**config.mk**
```make
export PLATFORM = sky130hd
export DESIGN_NAME = rx_byte_fifo
export DESIGN_NICKNAME = d
export VERILOG_FILES = /design/src/rtl/rx_byte_fifo.sv
export SDC_FILE = /design/constraint.sdc
export NUM_CORES = 1
export LEC_CHECK = 0
export ABC_AREA = 1
export BUFFER_PORTS_ARGS = -buffer_cell sky130_fd_sc_hd__buf_2
export CORE_ASPECT_RATIO = 1.5
export CORE_MARGIN = 2
export CORE_UTILIZATION = 24
export CTS_CLUSTER_DIAMETER = 30
export DETAILED_ROUTE_END_ITERATION = 6
export SETUP_SLACK_MARGIN = 0.5
export SLEW_MARGIN = 10
export SYNTH_ARGS = -nofsm -noshare
export SYNTH_HDL_FRONTEND = slang
export SYNTH_SLANG_ARGS = --single-unit
```
**constraint.sdc**
```tcl
create_clock -name CLK_I -period 2.9 [get_ports CLK_I]
set_clock_uncertainty 0.1 [all_clocks]
set_input_delay 0.29 -clock CLK_I [delete_from_list [all_inputs] [get_ports CLK_I]]
set_output_delay 0.29 -clock CLK_I [all_outputs]
set_load 0.02 [all_outputs]
```
**src/rtl/rx_byte_fifo.sv**
```systemverilog
// Byte FIFO between the UART receiver and the character consumers: show-ahead read, sticky overflow flag.
// Optional macro RX_FIFO_CRLF_FILTER_EN drops 0x0D/0x0A write strobes before they reach storage.
module rx_byte_fifo #(
  parameter int DEPTH_LOG2   = 4,
  parameter int PAYLOAD_BITS = 8
) (
  input  logic                    CLK_I,
  input  logic                    RST_N_I,
  input  logic                    CLR_I,
  input  logic [PAYLOAD_BITS-1:0] WR_DATA_I,
  input  logic                    WR_VALID_I,
  output logic [PAYLOAD_BITS-1:0] RD_DATA_O,
  output logic                    RD_VALID_O,
  input  logic                    RD_READY_I,
  output logic [DEPTH_LOG2:0]     LEVEL_O,
  output logic                    FULL_O,
  output logic                    EMPTY_O,
  output logic                    OVF_O,
  output logic [1:0]              STATE_O
);

  // Handshake: a byte leaves on every rising edge where RD_VALID_O && RD_READY_I;
  // RD_DATA_O is stable while RD_VALID_O is high and no pop occurs. The write side
  // has no ready: WR_VALID_I is a one-cycle strobe that is stored, filtered or dropped.

  localparam int DEPTH = 1 << DEPTH_LOG2;
  localparam int LW    = DEPTH_LOG2 + 1;
  localparam logic [DEPTH_LOG2:0] PTR_ONE  = {{DEPTH_LOG2{1'b0}}, 1'b1};
  localparam logic [DEPTH_LOG2:0] LVL_LAST = LW'(DEPTH - 1);

  typedef enum logic [1:0] {
    ST_EMPTY   = 2'd0,
    ST_PARTIAL = 2'd1,
    ST_FULL    = 2'd2
  } state_t;

  logic [PAYLOAD_BITS-1:0] mem [DEPTH];
  logic [DEPTH_LOG2:0]     wr_ptr;
  logic [DEPTH_LOG2:0]     rd_ptr;
  logic [DEPTH_LOG2:0]     level;
  logic                    ovf_q;
  logic                    empty;
  logic                    full;
  logic                    wr_ok;
  logic                    push;
  logic                    pop;
  logic                    ovf_evt;
  state_t                  state_q;
  state_t                  state_d;

  assign empty = (wr_ptr == rd_ptr);
  assign full  = (wr_ptr[DEPTH_LOG2] != rd_ptr[DEPTH_LOG2]) &&
                 (wr_ptr[DEPTH_LOG2-1:0] == rd_ptr[DEPTH_LOG2-1:0]);
  // Modular difference of the extended pointers yields 0..DEPTH without ambiguity.
  assign level = wr_ptr - rd_ptr;

`ifdef RX_FIFO_CRLF_FILTER_EN
  assign wr_ok = WR_VALID_I &&
                 (WR_DATA_I != PAYLOAD_BITS'(8'h0D)) &&
                 (WR_DATA_I != PAYLOAD_BITS'(8'h0A));
`else
  assign wr_ok = WR_VALID_I;
`endif

  assign pop     = !empty && RD_READY_I;
  assign push    = wr_ok && (!full || pop);
  assign ovf_evt = wr_ok && full && !pop;

  always_ff @(posedge CLK_I or negedge RST_N_I) begin
    if (!RST_N_I) begin
      wr_ptr <= '0;
      rd_ptr <= '0;
      ovf_q  <= 1'b0;
    end else if (CLR_I) begin
      wr_ptr <= '0;
      rd_ptr <= '0;
      ovf_q  <= 1'b0;
    end else begin
      if (push)    wr_ptr <= wr_ptr + PTR_ONE;
      if (pop)     rd_ptr <= rd_ptr + PTR_ONE;
      if (ovf_evt) ovf_q  <= 1'b1;
    end
  end

  // Storage is deliberately left unreset; only the pointers define what is valid.
  always_ff @(posedge CLK_I) begin
    if (push && !CLR_I) mem[wr_ptr[DEPTH_LOG2-1:0]] <= WR_DATA_I;
  end

  always_ff @(posedge CLK_I or negedge RST_N_I) begin
    if (!RST_N_I) state_q <= ST_EMPTY;
    else          state_q <= state_d;
  end

  always_comb begin
    state_d = state_q;
    if (CLR_I) begin
      state_d = ST_EMPTY;
    end else begin
      case (state_q)
        ST_EMPTY:   if (push) state_d = ST_PARTIAL;
        ST_PARTIAL: begin
          if (push && !pop && level == LVL_LAST)   state_d = ST_FULL;
          else if (pop && !push && level == PTR_ONE) state_d = ST_EMPTY;
        end
        ST_FULL:    if (pop && !push) state_d = ST_PARTIAL;
        default:    state_d = ST_EMPTY;
      endcase
    end
  end

  assign RD_DATA_O  = mem[rd_ptr[DEPTH_LOG2-1:0]];
  assign RD_VALID_O = !empty;
  assign LEVEL_O    = level;
  assign FULL_O     = full;
  assign EMPTY_O    = empty;
  assign OVF_O      = ovf_q;
  assign STATE_O    = state_q;

endmodule

```
Word-level counts from Yosys, hierarchy flattened
Memories as Yosys holds them, arrays and structs flattened.
Index checks and enable logic that the tools add are counted.

storage, ports and cells
  RAM bits = 128
  memories = 1
  word-level logic and storage cells = 53
  register bits = 13

memories
  name  depth  width  read ports  clocked after Yosys merged registers in  wr ports  RTL line  source
  mem   16     8      1           0                                        1         37        logic [PAYLOAD_BITS-1:0] mem [DEPTH];

operators by class
  add/sub/neg operators = 3
  reductions and logical operators = 21
  equality and inequality tests = 10
  mux-type cells = 14

operators with widths
  operator             number
  $mux 5               4
  $add 5x1->5 const B  2
  $logic_and 1x1->1    10
  $mux 2               5
  $ne 3x3->1 const B   2
  $pmux 2 s3           1
  $reduce_bool 2->1    3
  $eq 5x1->1 const B   1
  $eq 5x4->1 const B   1
  $eq 5x5->1           1
  $logic_not 1->1      5
  $sub 5x5->5          1
  $eq 4x4->1           1
  $mux 1               4
  $ne 4x4->1 const B   1
  $reduce_and 3->1     1
  $eq 2x1->1 const B   1
  $eq 2x2->1 const B   1
  $logic_not 2->1      1
  $logic_or 1x1->1     1
  $ne 1x1->1           1

Depth between registers and ports, before layout
Gate-level depths: netlist of the first run.

  depth in word-level cells = 12
  gate-level depth with buffers = 13
  depth with buffers taken out = 13

Least setup slack after synthesis of the first run
Ideal clock, no wire load.

  path kind = reg-to-reg
  start = reg rd_ptr[2]
  end = mem mem[7][0], enable pin
  period minus slack after synthesis = 2605 ps
  stages on the path, launching flop included = 11
  path slack = 295 ps
  buffers on the path = 1
  setup time = 383 ps
  data arrival time = 2121 ps
  cells stage by stage = dfrtp_1 > inv_1 > clkbuf_1 > ha_1 > nand2_2 > nor2_4 > nand3_2 > nand2_4 > inv_2 > nand2_4 > nor3_1

on the way
  cells in the longest elaborated chain, start to end = 8
  elaborated cells on any way between the ends = 11
  classes of those cells = eq/ne (2); mux (2); reduce/logical (7)

ends and longest elaborated chain
  item                                                         RTL line  source
  start: declaration                                           39        logic [DEPTH_LOG2:0] rd_ptr;
  start signal: assignment                                     80        if (pop) rd_ptr <= rd_ptr + PTR_ONE;
  $eq 5x5->1 / $eq 4x4->1 (equally long branches)              51, 53
  $logic_not 1->1 / $logic_and 1x1->1 (equally long branches)  65, 52
  $logic_and 1x1->1 / $logic_not 1->1 (equally long branches)  65, 66
  $logic_or 1x1->1 *                                           66        assign push = wr_ok && (!full || pop);
  $logic_and 1x1->1 *                                          66
  $logic_and 1x1->1 *                                          87        if (push && !CLR_I) mem[wr_ptr[DEPTH_LOG2-1:0]] <= WR_DATA_I;
  $mux 1 *                                                     87
  $mux 1 (implied by the code) *                               87
  end: declaration                                             37

Mark *: on every way between the ends. The rest lies on a longest branch, timed or not.

Final worst setup path of the first run
  start = reg rd_ptr[0]
  end = out LEVEL_O[4]

on the way
  cells in the longest elaborated chain, start to end = 1

ends and longest elaborated chain
  item              RTL line  source
  $sub 5x5->5       55        assign level = wr_ptr - rd_ptr;
  end: declaration  15        output logic [DEPTH_LOG2:0] LEVEL_O,

No other way between the ends.

==> reports/metrics.csv, run 1 <==
stage,metric,value,unit
outcome,status,"finished, final reports clean",
power,powerDensity,762,nW/um^2
timing,final.min_clock_period,2390,ps
clock_tree,cts_tree,built,
synthesis,synth_top_family_by_area,simple AND/OR/NAND/NOR gates,
route,antenna_left,0,
clock_tree,cts-buffers-inserted,17,
final_layout,multiInputGateArea,1860,um^2
setup_path,r2r_setup_slack,620,ps
synthesis,synthArstFlopShare,9.22,%
route,dr.pass1.iters,5,
setup_path,cp_max_fo,4,
setup_path,startpoint,rd_ptr[0],
synthesis,syn-cell-area,6130,um^2
synthesis,syn-num-nets,552,
global_routing,overflow,0,
setup_path,cp-end-kind,output pin,
synthesis,synth_warnings,0,
route,drc_errors,0,
route,vias,4324,
timing,setup_viol,0,
synthesis,synth-adder-area-share,2.16,%
timing,fin_ws,506,ps
final_layout,final-seq-area,4170,um^2
global_routing,first_global_vias,4229,
placement,pre_cts_ws,359,ps
route,wl,16800,um
setup_path,worstPathRequired,2510,ps
global_routing,grt_pass1_wl,24300,um
synthesis,seq_area_frac_synth,68.0,%
hold_path,min-delay-start,WR_VALID_I,
clock_tree,clockRootBuffer,clkbuf_16,
hold_path,hold_path_class,in -> reg,
floorplan,start_util,24.5,%
global_routing,antenna_found_initial,0,
timing,fmax,418,MHz
synthesis,synthDominantCellAreaShare,62.7,%
setup_path,crit_type,reg -> out,
route,wl_per_cell,18.1,um
timing,grt_setup_unrepaired,yes,
power,power,5.97,mW
global_routing,grt_usage,12.3,%
clock_tree,clock_path_buffers,2,
synthesis,ys_ff_latch,141,
floorplan,die_w,134,um
floorplan,io_pins,32,
final_layout,diodes,0,
clock_tree,ctsHtreeMaxLevel,4,
synthesis,synthDistinctLibCells,34,
run,max_cap_viol_count,0,
placement,hpwlAfterDp,9990,um
final_layout,fin_nets,609,
final_layout,area_growth,28.0,%
timing,hold_viol,0,
synthesis,synth-compound-area-share,10.1,%
clock_tree,clk_pin_slew,60,ps
timing,tightest_slew,405,ps
clock_tree,clkSinkCount,141,
route,viasPerCell,4.66,
synthesis,synthTopCellsByArea,"edfxtp_1, nor2_1, dfrtp_1, o21ai_0, nand2_1",
power,ir_worst_vdd,336,uV
hold_path,holdPathStages,3,
setup_path,crit-reg2reg-launch,wr_ptr[2],
timing,drv_slew,0,
floorplan,row_count,71,
synthesis,yosys.area.top_type,edfxtp_1,
route,drtIter0Drc,323,
final_layout,stdcell_count,927,
setup_path,worst_setup_path_start_kind,flop,
floorplan,core_region_area,25100,um^2
timing,slew_headroom,73.0,%
final_layout,fillers,2522,
synthesis,synth_edf_count,128,
placement,numPortBuffers,31,
placement,dpl.cell_count,881,
clock_tree,insertion_delay,420,ps
synthesis,synth-simple-area-share,15.6,%
synthesis,synthXorXnorAreaFrac,0.286,%
synthesis,ys.flop_type,edfxtp_1,
power,leakage,2.83,nW
placement,gp_congestion,0.849,
synthesis,syn_area_per_cell,11.6,um^2
global_routing,grt_max_degree,52,
final_layout,drive_gt1_share,23.9,%
timing,fin_tns_setup,0,ps
synthesis,synthCells,529,
floorplan,die-area,26900,um^2
floorplan,die_h,200,um
timing,post-route-period-util,82.6,%
setup_path,r2r_cells,9,
synthesis,synth_mux_area_share,0,%
setup_path,worstPathArrival,2000,ps
==> sequential cells by signal (all words and copies together), names as in the netlist <==
name	count
rd_ptr	5
wr_ptr	5
mem	128
OVF_O	1
STATE_O	2
==> critical path, cell delays in order, from the launching register on <==
cell and delay [ps]:
dfrtp_2 450, ha_2 210, fa_2 360, inv_1 60, nand2_1 40, nand2_1 90, nand3_1 100, nand2_2 110
buf_4 150
==> metal layers <==
layer	track usage (%)	vias to the layer above	part of all wire, %
met4	6.20	0	4.1
met1	14.2	2123	39
li1	-	1995	-
met5	0	-	0
met3	2.61	36	5.6
met2	21.6	170	51
==> synthesized netlist by cell type (3+ instances only) <==
| library cell | number |
|---|---|
| a21oi_1 | 3 |
| buf_2 | 6 |
| buf_4 | 5 |
| buf_6 | 3 |
| clkbuf_1 | 9 |
| dfrtp_1 | 13 |
| edfxtp_1 | 128 |
| ha_1 | 9 |
| inv_1 | 23 |
| nand2_1 | 56 |
| nand2_2 | 3 |
| nand2_4 | 3 |
| nand3_1 | 29 |
| nor2_1 | 108 |
| nor3_1 | 6 |
| o211ai_1 | 16 |
| o21ai_0 | 63 |
| o21ai_1 | 9 |
| o22ai_1 | 16 |
==> power breakdown <==
part	switching [mW]	total [mW]	leakage, nW	internal [mW]
registers	0.0162	2.26	1.33	2.24
logic	0.790	1.28	1.19	0.494
clock network	0.887	2.43	0.317	1.54
total	1.69	5.97	2.83	4.28
==> final timing paths <==
kind / end
max: LEVEL_O[4]
min: OVF_O
max reg2reg: mem[5][2]
min reg2reg: OVF_O
max in group asynchronous: rd_ptr[1]
min in group asynchronous: OVF_O
==> cells in the final DEF, fill, tap and decap left out, drive strengths merged, types with 5 or more instances in the layout <==
| cell type | instances |
|---|---|
| edfxtp | 128 |
| nor2 | 112 |
| o21ai | 73 |
| nand2 | 63 |
| buf | 56 |
| inv | 31 |
| nand3 | 31 |
| clkbuf | 21 |
| o211ai | 16 |
| o22ai | 16 |
| dfrtp | 13 |
| ha | 9 |
| nor3 | 7 |
| bufinv | 5 |
==> through the flow <==
step                hold slack, ps  instance area [um^2]  utilization, %
floorplan                     -106                  6130               -
global placement               109                  6700            26.8
detailed placement             115                  6700            26.8
CTS                           89.4                  7610            30.4
global route                   130                  7840            31.3
finish                        93.2                  7840            31.3
==> cell type report <==
type,instances,share of cell area [%]
clock buffer,17,5.42
clock inverter,15,2.98
inverter,26,1.28
multi-input combinational,338,23.7
sequential,141,53.2
tap,328,5.23
timing repair buffer,62,8.17
==> timing repair <==
action,4_1_cts,5_1_grt
setup endpoints to repair,43,58
buffers inserted,3,2
cloned,4,4
pin swaps,8,17
hold buffers,1,0
resized for setup,34,37
hold endpoints to repair,13,0
==> cells by family (layout without fill, tap and decap cells) <==
kind of cell	after synthesis	in the layout
and+or+nand+nor	216	216
xor gates and xnor gates	2	2
DFF	141	141
adders and majority gates	10	10
buffers and inverters	50	120
AOI/OAI and AO/OA	110	110
Note: power is estimated with default switching activity, not from simulation.
==> run 2, diff against run 1 <==
--- a/config.mk
+++ b/config.mk
@@ -5,7 +5,7 @@
 export SDC_FILE = /design/constraint.sdc
 export NUM_CORES = 1
 export LEC_CHECK = 0
-export ABC_AREA = 1
+export ABC_AREA = 0
 export BUFFER_PORTS_ARGS = -buffer_cell sky130_fd_sc_hd__buf_2
 export CORE_ASPECT_RATIO = 1.5
 export CORE_MARGIN = 2
==> constraint.sdc (replaced) <==
create_clock -name CLK_I -period 1.9 [get_ports CLK_I]
set_clock_uncertainty 0.1 [all_clocks]
set_input_delay 0.19 -clock CLK_I [delete_from_list [all_inputs] [get_ports CLK_I]]
set_output_delay 0.19 -clock CLK_I [all_outputs]
set_load 0.02 [all_outputs]
==> run 2 against run 1 <==
Against the previous run: the flow now finishes with violations (negative setup slack); critical path depth is 1 lower; total power rose by 45%; via count shrank 21%; sequential share of layout area fell by 2.8 points; register-to-register slack got worse by 970 ps; clock power grew 40%; clock-buffer cell count unchanged; worst setup slack worse by 990 ps; non-clock buffer count grew 32; cell count down 16%; largest power group is now sequential cells; die area shrank 3.3%.
==> reports/metrics.csv, run 2 <==
stage,metric,value,unit
setup_path,startpoint,rd_ptr[0],
route,drtIter0Drc,286,
hold_path,holdPathStages,3,
timing,setup_viol,155,
floorplan,die-area,26000,um^2
clock_tree,cts-buffers-inserted,17,
run,max_cap_viol_count,0,
global_routing,first_global_vias,3673,
synthesis,syn_area_per_cell,17.0,um^2
setup_path,cp-end-kind,output pin,
timing,fin_tns_setup,-45980,ps
timing,fin_ws,-487,ps
final_layout,fillers,2332,
power,intPower,6.44,mW
route,drc_errors,0,
synthesis,synth-adder-area-share,2.24,%
route,wl_per_cell,17.8,um
power,ir_worst_vdd,488,uV
synthesis,synth-compound-area-share,3.02,%
timing,fmax,419,MHz
hold_path,min-delay-start,WR_VALID_I,
synthesis,synth.most_common_cell,edfxtp_1,
global_routing,grt_max_degree,28,
final_layout,final-seq-area,4170,um^2
route,dr.pass1.iters,4,
final_layout,fin_nets,470,
global_routing,grt_usage,11.0,%
floorplan,core_region_area,24300,um^2
synthesis,synth_warnings,0,
timing,grt_setup_unrepaired,yes,
clock_tree,clockRootBuffer,clkbuf_16,
route,viasPerCell,4.38,
route,vias,3427,
timing,hold_viol,0,
setup_path,r2r_setup_slack,-350,ps
synthesis,synthTopCellsByArea,"edfxtp_1, mux4_2, dfrtp_1, nand2_1, ha_1",
timing,drv_slew,0,
floorplan,die_h,196,um
clock_tree,clock_path_buffers,2,
synthesis,synth_edf_count,128,
synthesis,syn-cell-area,5920,um^2
final_layout,area_growth,39.9,%
setup_path,crit-reg2reg-launch,rd_ptr[0],
synthesis,synth_mux_area_share,12.2,%
placement,dpl-instance-area,7100,um^2
final_layout,drive_gt1_share,51.4,%
floorplan,io_pins,32,
final_layout,design_area,8280,um^2
synthesis,synthDominantCellAreaShare,64.9,%
clock_tree,ctsHtreeMaxLevel,4,
timing,final.min_clock_period,2390,ps
synthesis,synthXorXnorAreaFrac,1.75,%
setup_path,crit_type,reg -> out,
timing,tightest_slew,446,ps
global_routing,grt_pass1_wl,21300,um
final_layout,layout_commonest_cell,edfxtp_1,
synthesis,ys.flop_type,edfxtp_1,
setup_path,worst_setup_path_start_kind,flop,
synthesis,syn-num-nets,372,
hold_path,hold_path_class,in -> reg,
outcome,violations,negative setup slack,
placement,hpwlAfterDp,9370,um
clock_tree,cts_tree,built,
setup_path,r2r-end,mem[3][4],
hold_path,whs_endpoint,OVF_O,
final_layout,multiInputGateArea,2070,um^2
floorplan,start_util,24.3,%
setup_path,worstPathArrival,2100,ps
power,combPwrFrac,20.9,%
power,p_sw,2.22,mW
setup_path,worstPathRequired,1610,ps
placement,pre_cts_ws,-372,ps
clock_tree,clkSinkCount,141,
floorplan,row_count,70,
clock_tree,clk_pin_slew,60,ps
synthesis,synth_top_family_by_area,multiplexers,
power,leakage,2.79,nW
timing,post-route-period-util,126,%
final_layout,final_util,34.0,%
synthesis,seq_area_frac_synth,70.4,%
final_layout,diodes,0,
outcome,status,"finished, violations left",
placement,gp_congestion,0.837,
clock_tree,insertion_delay,420,ps
floorplan,die_w,132,um
final_layout,largest_reg_flops,128,
setup_path,cp_max_fo,7,
global_routing,antenna_found_initial,0,
setup_path,r2r_cells,10,
synthesis,yosys.area.top_type,edfxtp_1,
timing,slew_headroom,70.2,%
synthesis,synth-simple-area-share,8.03,%
global_routing,overflow,0,
final_layout,final_cell_mix,"edfxtp_1, buf_4, mux4_2",
placement,numPortBuffers,31,
power,swShare,25.7,%
power,seqPwrFrac,39.9,%
synthesis,synthDistinctLibCells,42,
synthesis,ys_ff_latch,141,
synthesis,synth_common_cells,"edfxtp_1, nand2_1, mux4_2",
route,antenna_left,0,
route,wl,13900,um
synthesis,synthCells,349,
power,powerDensity,1050,nW/um^2
power,power,8.66,mW
synthesis,synthArstFlopShare,9.22,%
power,clkPwrFrac,39.2,%
## run 2: how the worst max path moves through the flow
stage / slack, ps / end / cells after the start
2_1_floorplan: -500 / mem[0][0] / 9
3_3_place_gp: -360 / STATE_O[0] / 6
3_5_place_dp: -370 / STATE_O[0] / 6
4_1_cts: -520 / RD_DATA_O[1] / 7
5_1_grt: -550 / RD_DATA_O[4] / 7
6_report: -490 / RD_DATA_O[1] / 7
## run 2: per-layer routing
| layer | global-route usage (%) | share of wire [%] |
|---|---|---|
| met1 | 11.5 | 38 |
| met3 | 2.37 | 2.5 |
| met4 | 3.98 | 1.6 |
| met2 | 21.4 | 58 |
| met5 | 0 | 0 |
## run 2: worst max-delay path, cell delays in order (launching register included)
cell	delay, ps
dfrtp_2	370
buf_6	150
buf_12	140
mux4_2	530
nand2_1	80
and3_4	210
a31oi_1	50
buf_4	170
## run 2: layout make-up
type                            count  area share, %
Sequential cell                   141           50.4
Multi-Input combinational cell    182           25.0
Timing Repair Buffer               94           11.6
Clock buffer                       17           5.14
Tap cell                          324           4.89
Clock inverter                     14           2.19
Inverter                           11          0.831
## run 2: repair_timing
action | in CTS | in global routing
hold buffers | 1 | 0
cloned | 1 | 0
resized for setup | 78 | 21
buffers inserted | 9 | 4
endpoints found under the hold margin | 13 | 0
pin swaps | 36 | 14
setup endpoints to repair | 157 | 157
## run 2: cell families (layout without fill, tap and decap cells)
kind of cell | after synthesis | count (layout)
AOI/OAI and AO/OA | 27 | 27
xor gates and xnor gates | 11 | 11
adders and majority gates | 10 | 10
buffers and inverters | 26 | 136
DFF | 141 | 141
muxes | 32 | 32
and+or+nand+nor | 102 | 102
## run 2: per-stage QoR
stage / std cells / hold WS (ps)
after global placement: 737 / 0.378
after floorplan: 349 / -206
after detailed placement: 737 / 8.71
after CTS: 779 / 8.82
after global routing: 783 / 37.4
final: 783 / 28.2
## run 2: power groups by stage
stage                     logic [mW]  registers [mW]  clock network [mW]
after global routing            1.92            3.46                3.58
after CTS                       1.77            3.46                3.45
after global placement          1.43            3.52                   0
after detailed placement        1.44            3.53                   0
after floorplan                0.959            3.53                   0
final                           1.81            3.46                3.39
